===== config.mk =====
export PLATFORM = sky130hd
export DESIGN_NAME = tetris_drop_sched
export DESIGN_NICKNAME = d
export VERILOG_FILES = /design/src/rtl/tetris_drop_sched.sv
export SDC_FILE = /design/constraint.sdc
export NUM_CORES = 1
export LEC_CHECK = 0
export ABC_AREA = 1
export ABC_CLOCK_PERIOD_IN_PS = 8000
export CAP_MARGIN = 20
export CORE_ASPECT_RATIO = 2
export CORE_MARGIN = 5
export CORE_UTILIZATION = 65
export DETAILED_ROUTE_END_ITERATION = 6
export GPL_TIMING_DRIVEN = 1
export PLACE_DENSITY = 0.87
export SYNTH_ARGS = -nofsm -noshare
export SYNTH_HDL_FRONTEND = slang
export SYNTH_SLANG_ARGS = --single-unit

===== constraint.sdc =====
create_clock -name clk_i -period 8 [get_ports clk_i]
set_input_delay 1.2 -clock clk_i [delete_from_list [all_inputs] [get_ports clk_i]]
set_output_delay 1.2 -clock clk_i [all_outputs]
set_load 0.03 [all_outputs]

===== src/rtl/tetris_drop_sched.sv =====
// Gravity scheduler: maps the BCD level to a drop period and raises drop_req_o each time it expires.
// drop_req_o rises one cycle after the expiring ms tick and is held (counters frozen) until drop_ack_i.
module tetris_drop_sched #(
    parameter int CLK_HZ         = 25_000_000,
    parameter int BASE_PERIOD_MS = 1000,
    parameter int STEP_MS        = 50,
    parameter int MIN_PERIOD_MS  = 100,
    parameter int SOFT_MS        = 30
) (
    input  logic            clk_i,
    input  logic            rst_i,
    input  logic            new_game_i,
    input  logic            start_i,
    input  logic [1:0][3:0] level_i,
    input  logic            level_changed_i,
    input  logic            pause_i,
    input  logic            soft_drop_i,
    input  logic            drop_ack_i,
    output logic            drop_req_o,
    output logic [15:0]     period_ms_o,
    output logic            running_o
);

    localparam int CLKS_PER_MS = CLK_HZ / 1000;
    localparam int PW          = (CLKS_PER_MS > 1) ? $clog2(CLKS_PER_MS) : 1;
    localparam logic [PW-1:0] PRE_MAX = PW'(CLKS_PER_MS - 1);
    localparam logic [31:0]   BASE32  = 32'(BASE_PERIOD_MS);
    localparam logic [31:0]   MIN32   = 32'(MIN_PERIOD_MS);
    localparam logic [15:0]   SOFT16  = 16'(SOFT_MS);
    localparam logic [15:0]   BASE16  = 16'(BASE_PERIOD_MS);

    typedef enum logic [1:0] {S_IDLE, S_LOAD, S_COUNT, S_REQ} state_t;

    state_t        state_q, state_d;
    logic [PW-1:0] presc_q, presc_d;
    logic [15:0]   ms_q, ms_d;
    logic [15:0]   period_q, period_d;

    logic [3:0]  tens, units;
    logic [6:0]  lvl;
    logic [31:0] dec;
    logic [15:0] period_ld;
    logic [15:0] tgt;

    // Level decode and period computed at 32 bits so the subtraction saturates instead of wrapping.
    always_comb begin
        tens  = (level_i[1] > 4'd9) ? 4'd9 : level_i[1];
        units = (level_i[0] > 4'd9) ? 4'd9 : level_i[0];
        lvl   = {3'b000, tens} * 7'd10 + {3'b000, units};
        if (lvl == 7'd0) begin
            lvl = 7'd1;
        end
        dec = 32'(STEP_MS) * 32'(lvl - 7'd1);
        if ((dec >= BASE32) || ((BASE32 - dec) < MIN32)) begin
            period_ld = 16'(MIN32);
        end else begin
            period_ld = 16'(BASE32 - dec);
        end
    end

    assign tgt = (soft_drop_i && (period_q > SOFT16)) ? SOFT16 : period_q;

    always_comb begin
        state_d  = state_q;
        presc_d  = presc_q;
        ms_d     = ms_q;
        period_d = period_q;
        if (new_game_i) begin
            state_d  = S_IDLE;
            presc_d  = '0;
            ms_d     = '0;
            period_d = BASE16;
        end else begin
            case (state_q)
                S_IDLE: begin
                    presc_d = '0;
                    ms_d    = '0;
                    if (start_i) begin
                        state_d = S_LOAD;
                    end
                end
                S_LOAD: begin
                    period_d = period_ld;
                    presc_d  = '0;
                    state_d  = S_COUNT;
                end
                S_COUNT: begin
                    if (!pause_i) begin
                        if (presc_q == PRE_MAX) begin
                            presc_d = '0;
                            ms_d    = ms_q + 16'd1;
                        end else begin
                            presc_d = presc_q + PW'(1);
                        end
                    end
                    // Expiry outranks a level change; the following LOAD resamples the level anyway.
                    if (ms_q >= tgt) begin
                        state_d = S_REQ;
                        presc_d = '0;
                        ms_d    = '0;
                    end else if (level_changed_i) begin
                        state_d = S_LOAD;
                    end
                end
                S_REQ: begin
                    if (drop_ack_i) begin
                        state_d = S_LOAD;
                    end
                end
                default: state_d = S_IDLE;
            endcase
        end
    end

    always_ff @(posedge clk_i or posedge rst_i) begin
        if (rst_i) begin
            state_q  <= S_IDLE;
            presc_q  <= '0;
            ms_q     <= '0;
            period_q <= BASE16;
        end else begin
            state_q  <= state_d;
            presc_q  <= presc_d;
            ms_q     <= ms_d;
            period_q <= period_d;
        end
    end

    assign drop_req_o  = (state_q == S_REQ);
    assign running_o   = (state_q != S_IDLE);
    assign period_ms_o = period_q;

endmodule

==> summary.txt <==
Run status
  – Status: finished clean

Logic synthesis
  – Post-synth EDFFs: 0
  – Sequential-to-total area share from yosys stat: around a quarter
  – Mapped Avg Cell Area: ~7.4 sq um
  – Flops & latches, synth: 48
  – Synth Cell Area: roughly 4900 sq um
  – Synth async-reset ratio: 100%
  – Yosys cell types: 50
  – Syn Inst Count: between 600 and 700
  – Yosys warnings: 0
  – Top_reg_cell synth: dfrtp_1

Global route
  – Initial antenna violation count: 0
  – Overflow after GRT: 0
  – Vias in the first global route: about 4900
  – Largest net degree at the start of global routing: 49
  – First-pass GRT wire length: approximately 22 mm
  – Total GRT Usage: between 20% and 30%

Die
  – Total die area: about 9500 sq um
  – Initial core utilization: roughly 67%
  – Total core area: approximately 7300 sq um
  – Io pins: 34
  – Rows: 44
  – Die width: approximately 71 um
  – Die height: between 100 and 150 um

Timing
  – Final period utilization: a little over nine tenths
  – Fmax: ~130 MHz
  – Slew Viols, Final: 0
  – Final setup fails: 0
  – Max-slew headroom: between 40% and 50%
  – Measured slew at the worst slew-check pin: 0.765 ns
  – Setup TNS: 0 ns
  – Final hold viol count: 0
  – Clock skew: about 0.013 ns
  – Tmin final: 7.58 ns
  – RSZ-0062 raised after global routing: no

Setup path
  – Critical R2R Launch: period_ms_o[5]
  – CP Max Fanout: 7
  – Critical path's slowest cell: fa_1
  – CP max stage delay: around 0.56 ns
  – CP Buf/Inv Count: 5
  – Worst path most repeated cell: nand2_1
  – Worst Setup Start Kind: input pin
  – CP Capture Type: register
  – CP Data Required Time: about 8 ns
  – CP Class: in -> reg
  – Family with the most delay on the worst path: adder cells
  – Worst r2r path cells: 17
  – Reg2reg setup slack: 4.07 ns
  – Reg2Reg Capture Point: ms_q[14]
  – Data arrival, critical path: roughly 7.8 ns

Finish
  – Most frequent cells in the layout: nand2_1 (133), inv_1 (103), ha_1 (55), nand3_1 (52), dfrtp_1 (42)
  – Layout cells sized above 1: about an eighth
  – Final Util: between 70% and 80%
  – Count of nets after finishing: just under 800
  – Syn-to-layout area delta: 13.8%
  – Diode count: 0
  – Leading cell type in the layout, fill and taps excluded: nand2_1

Min path
  – Worst Hold End: period_ms_o[13]
  – Hold Startpoint: period_ms_o[13]
  – Depth of the worst hold-timing path: 2
  – Worst Hold Class: reg -> reg

Clocking
  – Clk Latency, worst-skew pair: around 0.30 ns
  – Clock sinks: 48
  – H-tree depth: 2
  – Clock Path Buffers: 2
  – Clk slew on worst S/H paths: ~0.06 ns
  – Post-CTS Hold Fix Bufs: 0
  – CTS tree: done
  – Clock root buffer: clkbuf_16
  – Clock buffer count from CTS: 5

Drt
  – Final ANT Viol Nets: 0
  – Detailed Routing Iterations Pass 1: 5
  – Vias per std cell: 5.92
  – Number of vias in the routed layout: ~4700
  – Total length of routed wires: 13.7 mm
  – Wire length per cell: 17.1 um
  – DRC violations left: 0
  – Initial drt markers: roughly 460

Placed design
  – DPL Wire Length: ~11 mm
  – # port buffers: 32
  – RePlAce Congestion: 1.05

Power and ir drop
  – Leakage: 2.63 nW
  – Max VDD drop: 291 uV
  – Power per Cell Area: 246 nW/um^2
  – Total power: between 1 and 1.5 mW

Run
  – Max_cap viols: 0
==> final cells by class <==
type / count / area [sq um]
Clock inverter: 2 / 38.8
Clock buffer: 6 / 139
Tap cell: 92 / 115
Inverter: 111 / 422
Timing Repair Buffer: 36 / 365
Sequential cell: 48 / 1210
Multi-Input combinational cell: 504 / 3290
Fill cell: 550 / 1740
==> per-layer routing <==
metal / part of all wire, % / GRT usage (%) / vias to the layer above
li1: - / - / 2249
met1: 29 / 24.4 / 2202
met2: 57 / 57.5 / 190
met3: 3.9 / 3.72 / 92
met4: 9.4 / 26.2 / 0
met5: 0 / 0 / -
==> report_power, final <==
part           switching [mW]  internal [mW]  leakage (nW)
Clock                  0.0973          0.157        0.0871
Sequential            0.00867          0.252         0.648
Combinational           0.562          0.294          1.89
Total                   0.668          0.703          2.63
==> worst register-to-register path, cell delays in order (launching register included) <==
cell and delay [ns]:
dfstp_2 0.40, nor4_1 0.36, nand3_1 0.12, and2_1 0.24
inv_1 0.32, nand2_1 0.12, ha_1 0.30, nand2_1 0.09
nor2_1 0.06, nand2_1 0.06, o211ai_1 0.15, a221oi_2 0.36
nand2_2 0.23, nor2_4 0.24, inv_4 0.12, nor2_1 0.14
nand3_2 0.26, o22ai_1 0.27
==> state kept, by name, indices dropped and copies added, names as in the netlist <==
| signal | count |
|---|---|
| state_q | 2 |
| ms_q | 16 |
| presc_q | 15 |
| period_ms_o | 15 |
==> cells by family after synthesis <==
group	after synthesis	synth area share, %
and+or+nand+nor	328	33.9
buffers and inverters	119	9.75
adders and majority gates	64	17.7
xor gates and xnor gates	25	4.47
other	2	0.153
DFF	48	24.6
muxes	1	0.204
AOI/OAI and AO/OA	75	9.13
==> synthesized netlist by cell type, types with 8 or more instances <==
cell type | instances | share of area (%)
nand3_1 | 52 | 5.3
nand4_1 | 12 | 1.5
nand2_2 | 9 | 1.1
nand2_1 | 133 | 10
nor3_1 | 22 | 2.2
inv_1 | 105 | 8.0
o21ai_0 | 17 | 1.7
a21oi_1 | 19 | 1.9
nor4_1 | 14 | 1.8
nand3_2 | 9 | 1.8
o22ai_1 | 8 | 1.0
fa_1 | 9 | 3.7
o21ai_1 | 15 | 1.5
dfrtp_1 | 42 | 21
nor2_1 | 41 | 3.1
ha_1 | 55 | 14
xor2_1 | 20 | 3.6
==> how the worst max path moves through the flow <==
stage               start             end  slack [ns]  depth (start not counted)
6_report       level_i[2]  period_ms_o[1]        0.42                         37
5_1_grt        level_i[6]  period_ms_o[1]        0.02                         40
4_1_cts        level_i[7]  period_ms_o[1]        0.11                         37
3_5_place_dp   level_i[7]  period_ms_o[1]       -0.17                         37
3_3_place_gp   level_i[7]  period_ms_o[1]        0.14                         37
2_1_floorplan  level_i[6]  period_ms_o[1]        1.04                         36
==> per-stage QoR <==
step           cell area, sq um  cells  setup slack (ns)  hold WS (ns)
6_report                   5580    799             0.417         0.534
5_1_grt                    5580    799            0.0227         0.563
4_1_cts                    5510    797             0.113         0.531
3_5_place_dp               5330    789            -0.173         0.514
3_3_place_gp               5330    789             0.144         0.519
2_1_floorplan              4940    671              1.04         0.481
==> timing repair <==
item	4_1_cts	5_1_grt
endpoints found under the setup margin	0	12
buffers inserted	0	1
resized for setup	0	9
No activity file was read; power rests on OpenSTA's default activity.
